## config.mk

```make
export PLATFORM = sky130hd
export DESIGN_NAME = ddl_lane_cmp
export DESIGN_NICKNAME = d
export VERILOG_FILES = /design/src/rtl/ddl_pkg.sv /design/src/rtl/ddl_lane_cmp.sv
export SDC_FILE = /design/constraint.sdc
export NUM_CORES = 1
export LEC_CHECK = 0
export ABC_AREA = 1
export ABC_CLOCK_PERIOD_IN_PS = 1400
export BUFFER_PORTS_ARGS = -buffer_cell sky130_fd_sc_hd__buf_4
export CAP_MARGIN = 20
export CORE_MARGIN = 2
export CORE_UTILIZATION = 52
export DETAILED_ROUTE_END_ITERATION = 7
export PLACE_DENSITY = 0.76
export SKIP_LAST_GASP = 1
export SLEW_MARGIN = 5
export SYNTH_ARGS = -nofsm -noshare
export SYNTH_HDL_FRONTEND = slang
export SYNTH_SLANG_ARGS = --single-unit
```

## constraint.sdc

```tcl
create_clock -name clk -period 1.4 [get_ports clk]
set_input_delay 0.21 -clock clk [delete_from_list [all_inputs] [get_ports clk]]
set_output_delay 0.21 -clock clk [all_outputs]
set_load 0.05 [all_outputs]
```

## src/rtl/ddl_pkg.sv

```systemverilog
// rtl/ddl_pkg.sv - shared constants, types and lane direction helper for the ramp checker
package ddl_pkg;

  localparam int LANES      = 16;
  localparam int LANE_W     = 16;
  localparam int DOWN_FIRST = 8;

  localparam bit LANE_INC = 1'b1;
  localparam bit LANE_DEC = 1'b0;

  typedef enum logic {
    ACQUIRE = 1'b0,
    LOCKED  = 1'b1
  } chk_state_t;

  typedef logic [LANE_W-1:0] lane_t;

  // Lanes below the split count up, the rest count down.
  function automatic bit lane_dir(input int i, input int down_first = DOWN_FIRST);
    return (i < down_first) ? LANE_INC : LANE_DEC;
  endfunction

endpackage

```

## src/rtl/ddl_lane_cmp.sv

```systemverilog
// rtl/ddl_lane_cmp.sv - per-lane expected-value register with seed/flywheel select and compare
module ddl_lane_cmp
  import ddl_pkg::*;
#(
  parameter int W   = LANE_W,
  parameter bit INC = LANE_INC
) (
  input  logic         clk,
  input  logic         rst,
  input  logic         clear,
  input  logic         load,
  input  logic         seed,
  input  logic [W-1:0] data,
  output logic         mismatch
);

  logic [W-1:0] expected;
  logic [W-1:0] base;

  // Seeding follows the received data; flywheeling ignores it so one bad beat costs one error.
  assign base     = seed ? data : expected;
  assign mismatch = (data != expected);

  // Expected value register, advanced once per accepted beat, wrapping modulo 2^W.
  always_ff @(posedge clk or posedge rst) begin
    if (rst) begin
      expected <= '0;
    end else if (clear) begin
      expected <= '0;
    end else if (load) begin
      expected <= INC ? (base + W'(1)) : (base - W'(1));
    end
  end

endmodule

```

==> results.ini, run 1 <==
[cts]
cts_tree = done
cts.sinks = 16
insertion_delay_ns = 0.31
clk_root_buffer_cell = clkbuf_4
clk_pin_slew_ns = 0.12
cts_inserted_buffers = 3
clockBufferDepth = 2
h-tree-depth = 1

[power_and_ir_drop]
p_sw_frac = 0.346
p_leak_uw = 0.00102
p_int_uw = 853
power.share.clock = 0.256
pwr-share-seq = 0.396
p_comb_frac = 0.348
ir_drop_uv = 499
power_density_nw_per_um2 = 640
p_sw_uw = 451

[global_routing]
grt_pass1_vias = 1488
grt_overflow = 0
globalRouteTotalUtil = 0.247
antenna_found_initial = 0
grt_first_pass_wirelength_um = 6510
grt_max_degree = 17

[timing]
slew_headroom = 0.787
drv_slew = 0
final_hold_viol_count = 0
postLayoutSetupSlackWorst_ns = -0.269
finalCritPeriodShare = 1.19
period_needed_ns = 1.67
tightest_slew_ns = 0.319
finalSetupViolations = 15
skew_ns = 0.0189
fmax_mhz = 599
rsz0062_at_grt = true

[routing]
antenna_left = 0
dr_wl_met3_um = 195
wl_per_cell_um = 11.9
drtPass1Iterations = 4
wl_met1_um = 1820
drtIter0Drc = 80
routed_wl_um = 3970
met2_length_um = 1900
vias_per_cell = 5.11
drc_errors = 0
highest_layer = met4
vias = 1700

[critical_path]
critPathKind = flip-flop to output port
r2r_start = expected[1]$_DFFE_PP0P_
critical_path_arrival_ns = 1.46
cp_top_family = flip-flops
crit_path_top_delay_cell = dfrtp_1
worst-path-max-fanout = 2
start_kind = flip-flop
reg2reg_depth = 10
endpoint_kind = output port
crit_required_ns = 1.19
slowest_delay_ns = 0.41
crit_chain = xor2_1 -> nor3b_2 -> nand4_1 -> nor2_1 -> nand2_1 -> buf_6
reg2reg_slack_ns = -0.18
worst_r2r_endpoint = expected[8]$_DFFE_PP0P_
path_buf_inv = 1

[logic_synthesis]
yosysMostFrequentCell = nand2_1
syn_avg_cell_area_um2 = 6.00
synthesis.nets = 285
ys_warn_count = 0
yosysSeqAreaShare = 0.254
ys_types = 28
netlist_area_um2 = 1580
synth-edff-count = 0
yosysTopAreaCellShare = 0.264
synth-main-ff-cell = dfrtp_1
netlist_top_cells_area = nand2_1 (26%), dfrtp_1 (25%), inv_1 (8.3%)
syn-instance-count = 263
postSynth.asyncResetShare = 1.00
synth_top_area_cell = nand2_1
ys_top_cells_by_count = nand2_1 (111), inv_1 (35), nor2_1 (19), nand3_1 (18), dfrtp_1 (16)
synth-seq-cells = 16

[floorplanning]
io_pins = 22
rows = 19
coreArea_um2 = 2830
die_h_um = 59.1
die_x_um = 59.1
die_area_um2 = 3490
start_util = 0.558

[place]
io_buffers = 21
dp.cells = 326
hpwlAfterDp_um = 2920
gp_congestion = 0.880

[final_layout]
utilization = 0.720
largest_reg_flops = 16
syn_to_final_growth_pct = 29.1
layout-drive-gt1-share = 0.255
largest-register = expected
num_antenna_cells = 0
fin_nets = 325
layout.cells.non_filler = 333
largestRegisters = expected: 16 flops

[worst_hold_path]
min_path_cells = 3
min_to = expected[0]$_DFFE_PP0P_
min-delay-path-class = primary input to flip-flop
hp-start = clear

[run_status]
violations = negative setup slack
status = complete, but fails checks

[run]
maxCapViolCount = 0

## worst reg2reg max path: cells and delay by family, from the launching register on
kind            cells  cell delay, ns
compound gates      1            0.07
flops               1            0.39
simple gates        6            0.66
fa+ha+maj           1            0.16
buf+inv             2            0.20
## layout make-up
type | instances | area [µm²]
multi-input cells | 204 | 1070
well taps | 31 | 38.8
flip-flops and latches | 16 | 400
repair buffers | 41 | 350
clock buffers | 4 | 36.3
fillers | 247 | 791
inverters | 37 | 139
## power by group through the flow
stage / Sequential [µW] / Clock, µW / Combinational [µW]
2_1_floorplan: 521 / 0 / 262
3_3_place_gp: 525 / 0 / 411
3_5_place_dp: 526 / 0 / 413
4_1_cts: 516 / 335 / 431
5_1_grt: 521 / 350 / 504
6_report: 517 / 333 / 454
## routing by layer
| layer | vias to the layer above | track usage |
|---|---|---|
| met5 | - | 0 |
| met4 | 0 | 0.0909 |
| met3 | 4 | 0.0197 |
| met2 | 38 | 0.402 |
| met1 | 768 | 0.345 |
| li1 | 890 | - |
## logic make-up after synthesis
kind of cell	after synthesis	synth area share
AOI/OAI and AO/OA	23	0.0864
xor gates and xnor gates	13	0.0721
and+or+nand+nor	167	0.462
DFF	16	0.254
adders and majority gates	1	0.00792
buffers and inverters	43	0.118
## worst max path at each step
stage | from | endpoint | slack [ns] | cells past startpoint
floorplan | expected[1]$_DFFE_PP0P_ | mismatch | 0.03 | 5
global placement | seed | expected[12]$_DFFE_PP0P_ | -0.06 | 10
detailed placement | seed | expected[6]$_DFFE_PP0P_ | -0.07 | 10
CTS | expected[1]$_DFFE_PP0P_ | mismatch | -0.28 | 6
global route | expected[1]$_DFFE_PP0P_ | mismatch | -0.36 | 6
finish | expected[1]$_DFFE_PP0P_ | mismatch | -0.27 | 6
## timing repair
item                                   in CTS  in global routing
pin swaps                                   2                 10
gates resized for setup                     6                 24
setup buffers                               1                  1
hold buffers                                1                  0
endpoints found under the hold margin      16                  0
setup endpoints to repair                   4                 15
## placed cells by master (no fill, tap or decap), drive strengths merged
cell and n:
dlygate4sd3 1, ha 1, nor3b 1, o21ai 17
nand2 113, a21oi 2, o22ai 1, nor3 1
inv 37, o32ai 1, o21a 1, buf 40
nand4 5, o21bai 1, or2 2, dfrtp 16
nor2 25, clkbuf 4, xor2 2, xnor2 11
nand3 20
## through the flow
stage | instance area, µm² | TNS, ns | total power, µW | hold slack (ns) | setup WS [ns]
4_1_cts | 1960 | -0.327 | 1280 | 0.268 | -0.284
3_3_place_gp | 1880 | -0.402 | 936 | 0.240 | -0.0607
6_report | 2040 | -1.97 | 1300 | 0.261 | -0.269
2_1_floorplan | 1580 | 0 | 783 | 0.124 | 0.0341
3_5_place_dp | 1880 | -0.588 | 939 | 0.248 | -0.0741
5_1_grt | 2040 | -3.37 | 1370 | 0.282 | -0.363
No activity file was read; power rests on OpenSTA's default activity.
==> run 2, diff against run 1 <==
--- a/config.mk
+++ b/config.mk
@@ -5,14 +5,15 @@
 export SDC_FILE = /design/constraint.sdc
 export NUM_CORES = 1
 export LEC_CHECK = 0
-export ABC_AREA = 1
 export ABC_CLOCK_PERIOD_IN_PS = 1400
 export BUFFER_PORTS_ARGS = -buffer_cell sky130_fd_sc_hd__buf_4
 export CAP_MARGIN = 20
 export CORE_MARGIN = 2
-export CORE_UTILIZATION = 52
+export CORE_UTILIZATION = 53
+export CTS_CLUSTER_DIAMETER = 200
 export DETAILED_ROUTE_END_ITERATION = 7
-export PLACE_DENSITY = 0.76
+export HOLD_SLACK_MARGIN = 0.02
+export PLACE_DENSITY = 0.77
 export SKIP_LAST_GASP = 1
 export SLEW_MARGIN = 5
 export SYNTH_ARGS = -nofsm -noshare
==> run 2 against run 1 <==
Net effect:
- the flow still finishes with violations (negative setup slack)
- cell count shrank 7.8%
- largest cell class unchanged
- register-to-register slack lost 0.35 ns
- largest power group is now combinational logic
- critical path type unchanged
- synthesized cell count shrank 24%
- clock-buffer cell count is the same
- clock skew shrank 0.0086 ns
- die area grew 7.3%
- sequential cell count is the same
==> results.ini, run 2 <==
[timing]
period_needed_ns = 2.14  ; +0.473 ns
rsz0062_at_grt = true
final_hold_viol_count = 0  ; unchanged
fmax_mhz = 467  ; -22%
finalSetupViolations = 15  ; unchanged
skew_ns = 0.0103  ; -0.00859 ns
tightest_slew_ns = 0.522  ; +0.203 ns
slew_headroom = 0.651  ; -0.136
postLayoutSetupSlackWorst_ns = -0.742  ; -0.473 ns
drv_slew = 0  ; unchanged
finalCritPeriodShare = 1.53  ; +0.338
fin_setup_tns_ns = -4.92  ; -2.95 ns
fin_hold_ws_ns = 0.227  ; -0.0344 ns

[power_and_ir_drop]
p_int_uw = 926  ; +8.5%
pwr-share-seq = 0.364  ; -0.032
power.share.clock = 0.246  ; -0.010
ir_drop_uv = 499  ; about the same
p_comb_frac = 0.389  ; +0.041
p_total_uw = 1470  ; +13%
power_density_nw_per_um2 = 595  ; -6.9%
p_sw_uw = 548  ; +21%
p_leak_uw = 0.00112  ; +9.9%
p_sw_frac = 0.372  ; +0.0260

[logic_synthesis]
netlist_top_cells_area = dfrtp_1 (23%), xor2_1 (8.1%), mux2_2 (3.9%)
ys_warn_count = 0  ; unchanged
synth-main-ff-cell = dfrtp_1
synth-seq-cells = 16  ; unchanged
postSynth.asyncResetShare = 1.00  ; unchanged
yosysTopAreaCellShare = 0.231  ; -0.0332
synthesis.nets = 221  ; -22%
syn-instance-count = 199  ; -24%
syn_avg_cell_area_um2 = 8.72  ; +45%
netlist_area_um2 = 1740  ; +9.9%
synth_top_area_cell = dfrtp_1
yosysSeqAreaShare = 0.231  ; -0.0229
ys_top_cells_by_count = dfrtp_1 (16), xor2_1 (16), nand3_1 (13), nand2_1 (12), o21ai_0 (12)
synth-edff-count = 0  ; unchanged
ys_types = 53  ; +89%

[worst_hold_path]
min_to = expected[3]$_DFFE_PP0P_
hp-start = data[3]
min_path_cells = 3  ; unchanged
min-delay-path-class = primary input to flip-flop

[floorplanning]
rows = 20  ; +1
coreArea_um2 = 3080  ; +8.8%
die_h_um = 61.2  ; +3.6%
die_area_um2 = 3750  ; +7.3%
io_pins = 22  ; unchanged
die_x_um = 61.2  ; +3.6%
start_util = 0.564  ; +0.00566

[final_layout]
layout_common_cells = buf_4 (57), xor2_1 (16), dfrtp_1 (15)
largest-register = expected
largest_reg_flops = 16  ; unchanged
layout-drive-gt1-share = 0.411  ; +0.156
mostFrequentLayoutCell = buf_4
final_area_um2 = 2470  ; +21%
syn_to_final_growth_pct = 42.6
fin_nets = 286  ; -12%
largestRegisters = expected: 16 flops
num_antenna_cells = 0  ; unchanged

[critical_path]
start_kind = flip-flop
critical_path_arrival_ns = 1.93  ; +0.47 ns
endpoint_kind = output port
critPathKind = flip-flop to output port
reg2reg_slack_ns = -0.53  ; -0.35 ns
reg2reg_depth = 7  ; -3
r2r_start = expected[1]$_DFFE_PP0P_
crit_required_ns = 1.19  ; about the same
worst-path-max-fanout = 6  ; +4
worst_r2r_endpoint = expected[12]$_DFFE_PP0P_

[run_status]
violations = negative setup slack
status = complete, but fails checks

[global_routing]
antenna_found_initial = 0  ; unchanged
grt_first_pass_wirelength_um = 9460  ; +45%
grt_max_degree = 20  ; +3
globalRouteTotalUtil = 0.351  ; +0.103
grt_overflow = 0  ; unchanged
grt_pass1_vias = 1928  ; +30%

[routing]
drtIter0Drc = 438  ; +450%
wl_per_cell_um = 22.5  ; +88%
antenna_left = 0  ; unchanged
vias_per_cell = 6.83  ; +34%
drtPass1Iterations = 5  ; +1
drc_errors = 0  ; unchanged
routed_wl_um = 6890  ; +74%
vias = 2097  ; +23%

[place]
hpwlAfterDp_um = 4130  ; +41%
place_area_um2 = 2200  ; +17%
gp_congestion = 0.898  ; +2.0%
pre_cts_slack_ns = -0.381  ; -0.307 ns
io_buffers = 21  ; unchanged

[cts]
clk_pin_slew_ns = 0.12  ; about the same
clockBufferDepth = 2  ; unchanged
h-tree-depth = 1  ; unchanged
cts.sinks = 16  ; unchanged
insertion_delay_ns = 0.33  ; +0.02 ns
clk_root_buffer_cell = clkbuf_4
cts_inserted_buffers = 3  ; unchanged
cts_tree = done

[run]
maxCapViolCount = 0  ; unchanged

[run 2: cell count changes in the layout (fill, tap and decap cells not counted), moves of 8 or more]
cell	delta
nand2_1	-94
inv_1	-28
buf_4	+23
xor2_1	+14
xnor2_1	-11
buf_6	+9
nor2_1	-8
[run 2: final cells by class]
type                       instances  area [µm²]
timing repair buffer              71         584
multi-input combinational        165        1370
clock buffer                       4        36.3
fill                             184         603
inverter                           7        26.3
sequential                        16         402
tap                               44        55.1
[run 2: worst max path at each step]
| stage | slack [ns] | endpoint | from | cells after the start |
|---|---|---|---|---|
| final | -0.74 | mismatch | expected[4]$_DFFE_PP0P_ | 5 |
| after global routing | -0.91 | mismatch | expected[1]$_DFFE_PP0P_ | 5 |
| after CTS | -0.47 | mismatch | expected[2]$_DFFE_PP0P_ | 5 |
| after detailed placement | -0.38 | expected[12]$_DFFE_PP0P_ | seed | 7 |
| after global placement | -0.34 | expected[10]$_DFFE_PP0P_ | seed | 7 |
| after floorplan | -0.51 | expected[10]$_DFFE_PP0P_ | seed | 9 |
[run 2: power groups by stage]
stage,logic [µW],registers (µW),clock network (µW)
after detailed placement,483,540,0
after global placement,463,538,0
after CTS,519,533,343
final,574,537,363
after floorplan,271,540,0
after global routing,614,541,381
[run 2: logic make-up (layout without fill, tap and decap cells)]
logic type / count (synthesis) / in the layout / synth area share
adder cells (fa/ha/maj): 1 / 1 / 0.00721
AO/OA/AOI/OAI: 53 / 53 / 0.242
multiplexers: 14 / 14 / 0.0908
XOR/XNOR: 16 / 16 / 0.0807
buffers and inverters: 18 / 82 / 0.0497
AND/OR/NAND/NOR: 81 / 81 / 0.298
flip-flops: 16 / 16 / 0.231
[run 2: worst max-delay path: stages (launching register included)]
cell and delay (ns):
dfrtp_1 0.41, buf_4 0.17, xor2_1 0.16, nor4_1 0.37, nand4_1 0.26, buf_6 0.22
[run 2: timing repair]
item                       in CTS  in global routing
setup endpoints to repair      15                 16
buffers inserted                9                  7
hold buffers                    1                  0
hold endpoints to repair        8                  0
pin swaps                      16                 20
resized for setup              18                 15
[run 2: per-stage QoR]
step / util / cells
finish: 0.804 / 307
global route: 0.804 / 307
CTS: 0.781 / 304
detailed placement: 0.716 / 290
global placement: 0.716 / 290
floorplan: - / 199
[run 2: metal layers]
layer  global-route usage  wire (µm)  up-vias
li1                     -          -      891
met1                0.437       2510      989
met2                0.574       3220      157
met3               0.0630        646       60
met4                0.186        513        0
met5                    0          0        -
==> run 3, diff against run 2 <==
==> constraint.sdc (replaced) <==
create_clock -name clk -period 1.4 [get_ports clk]
set_input_delay 0.21 -clock clk [delete_from_list [all_inputs] [get_ports clk]]
set_output_delay 0.21 -clock clk [all_outputs]
set_load 0.005 [all_outputs]
==> run 3 against run 2 <==
Net effect:
- the flow still finishes with violations (negative setup slack)
- sequential share of layout area shrank 0.49 points
- clock power shrank 24%
- sequential cell count stayed put
- largest power group unchanged
- non-clock buffer count grew 5
==> results.ini, run 3 (synthesized netlist as in run 2, its figures left out) <==
[run_status]
status = complete, but fails checks
violations = negative setup slack

[timing]
rsz0062_at_grt = true
drv_slew = 0  ; unchanged
finalCritPeriodShare = 1.32  ; -0.213
skew_ns = 0.00487  ; -0.00543 ns
final_hold_viol_count = 0  ; unchanged
fin_hold_ws_ns = 0.269  ; +0.0427 ns
fmax_mhz = 543  ; +16%
postLayoutSetupSlackWorst_ns = -0.443  ; +0.299 ns
slew_headroom = 0.731  ; +0.0799
tightest_slew_ns = 0.403  ; -0.119 ns
finalSetupViolations = 15  ; unchanged
period_needed_ns = 1.84  ; -0.299 ns

[routing]
vias_per_cell = 6.80  ; -0.44%
wl_per_cell_um = 22.3  ; -0.80%
drtPass1Iterations = 5  ; unchanged
vias = 2115  ; +0.86%
antenna_left = 0  ; unchanged
drtIter0Drc = 232  ; -47%
drc_errors = 0  ; unchanged
routed_wl_um = 6930  ; +0.49%

[cts]
cts_tree = done
h-tree-depth = 1  ; unchanged
clockBufferDepth = 2  ; unchanged
insertion_delay_ns = 0.30  ; -0.03 ns
cts.sinks = 16  ; unchanged
cts_inserted_buffers = 3  ; unchanged
clk_root_buffer_cell = clkbuf_4
clk_pin_slew_ns = 0.11  ; about the same

[final_layout]
syn_to_final_growth_pct = 47.1
final_area_um2 = 2550  ; +3.1%
layout_common_cells = buf_4 (64), dfrtp_1 (15), xor2_1 (14)
largest-register = expected
num_antenna_cells = 0  ; unchanged
fin_nets = 291  ; +1.7%
fillCellCount = 180  ; -2.2%
layout-drive-gt1-share = 0.442  ; +0.0313
mostFrequentLayoutCell = buf_4
largest_reg_flops = 16  ; unchanged
largestRegisters = expected: 16 flops

[floorplanning]
die_h_um = 61.2  ; unchanged
die_area_um2 = 3750  ; unchanged
coreArea_um2 = 3080  ; unchanged
io_pins = 22  ; unchanged
start_util = 0.564  ; unchanged
die_x_um = 61.2  ; unchanged
rows = 20  ; unchanged

[global_routing]
grt_overflow = 0  ; unchanged
antenna_found_initial = 0  ; unchanged
grt_first_pass_wirelength_um = 9460  ; unchanged
grt_pass1_vias = 1932  ; +0.21%
globalRouteTotalUtil = 0.345  ; -0.00605
grt_max_degree = 20  ; unchanged

[power_and_ir_drop]
p_sw_frac = 0.379  ; +0.00763
ir_drop_uv = 373  ; -25%
power.share.clock = 0.195  ; -0.051
p_leak_uw = 0.00114  ; +1.3%
p_comb_frac = 0.424  ; +0.035
power_density_nw_per_um2 = 553  ; -7.1%
pwr-share-seq = 0.381  ; +0.017
p_sw_uw = 535  ; -2.2%
p_int_uw = 876  ; -5.4%

[critical_path]
crit_chain = mux2_4 -> ha_4 -> nand4_4 -> a22oi_4 -> nand4_1 -> mux2_1
slowest_delay_ns = 0.38  ; -0.03 ns
crit_required_ns = 1.59  ; +0.40 ns
critPathKind = flip-flop to flip-flop
endpoint_kind = flip-flop
start_kind = flip-flop
critical_path_arrival_ns = 2.03  ; +0.10 ns
worst-path-max-fanout = 4  ; -2
cp_top_family = multiplexers
path_buf_inv = 0  ; -2
crit_path_top_delay_cell = dfrtp_1

[place]
hpwlAfterDp_um = 4130  ; +0.17%
place_area_um2 = 2260  ; +2.7%
io_buffers = 21  ; unchanged
gp_congestion = 0.962  ; +7.1%

[worst_hold_path]
min-delay-path-class = primary input to flip-flop

[run]
maxCapViolCount = 0  ; unchanged

-- run 3: final cells by class --
type	instances	area (µm²)	area share
Sequential cell	16	402	0.157
Inverter	7	26.3	0.0103
Tap cell	44	55.1	0.0216
Timing Repair Buffer	76	614	0.241
Clock buffer	3	22.5	0.00882
Multi-Input combinational cell	165	1430	0.561
-- run 3: per-layer routing --
metal	up-vias	track usage	wire length [µm]
met4	0	0.127	468
met1	985	0.458	2690
met5	-	0	0
met2	174	0.559	3120
li1	898	-	-
met3	58	0.0630	653
-- run 3: worst paths after layout --
check,start,end,slack (ns),depth (start not counted)
max,expected[0]$_DFFE_PP0P_,expected[12]$_DFFE_PP0P_,-0.44,6
min,data[9],expected[9]$_DFFE_PP0P_,0.27,3
max reg2reg,expected[0]$_DFFE_PP0P_,expected[12]$_DFFE_PP0P_,-0.44,6
min reg2reg,expected[15]$_DFFE_PP0P_,expected[15]$_DFFE_PP0P_,0.60,2
max in group asynchronous,rst,expected[3]$_DFFE_PP0P_,0.70,4
min in group asynchronous,rst,expected[12]$_DFFE_PP0P_,0.48,4
-- run 3: stage by stage --
stage	power, µW	instances	utilization	TNS [ns]	setup WS [ns]
after floorplan	810	199	-	-2.61	-0.509
after global placement	1020	298	0.735	-3.80	-0.347
after detailed placement	1050	298	0.735	-4.48	-0.452
after CTS	1340	309	0.792	-2.92	-0.374
after global routing	1460	311	0.829	-5.40	-0.499
final	1410	311	0.829	-4.44	-0.443
-- run 3: power groups by stage --
stage | sequential, µW | combinational [µW] | clock [µW]
2_1_floorplan | 539 | 271 | 0
3_3_place_gp | 539 | 485 | 0
3_5_place_dp | 543 | 504 | 0
4_1_cts | 534 | 533 | 268
5_1_grt | 542 | 624 | 293
6_report | 538 | 598 | 275
-- run 3: what timing repair did --
action | 4_1_cts | 5_1_grt
resized for setup | 22 | 18
setup endpoints to repair | 15 | 15
buffers inserted | 7 | 2
endpoints found under the hold margin | 16 | 0
pin swaps | 17 | 22
hold buffers | 1 | 0
-- run 3: worst min-delay path: cells and delay by family --
family | cells | cell delay (ns)
mux | 1 | 0.07
compound gates | 1 | 0.15
buf+inv | 1 | 0.11
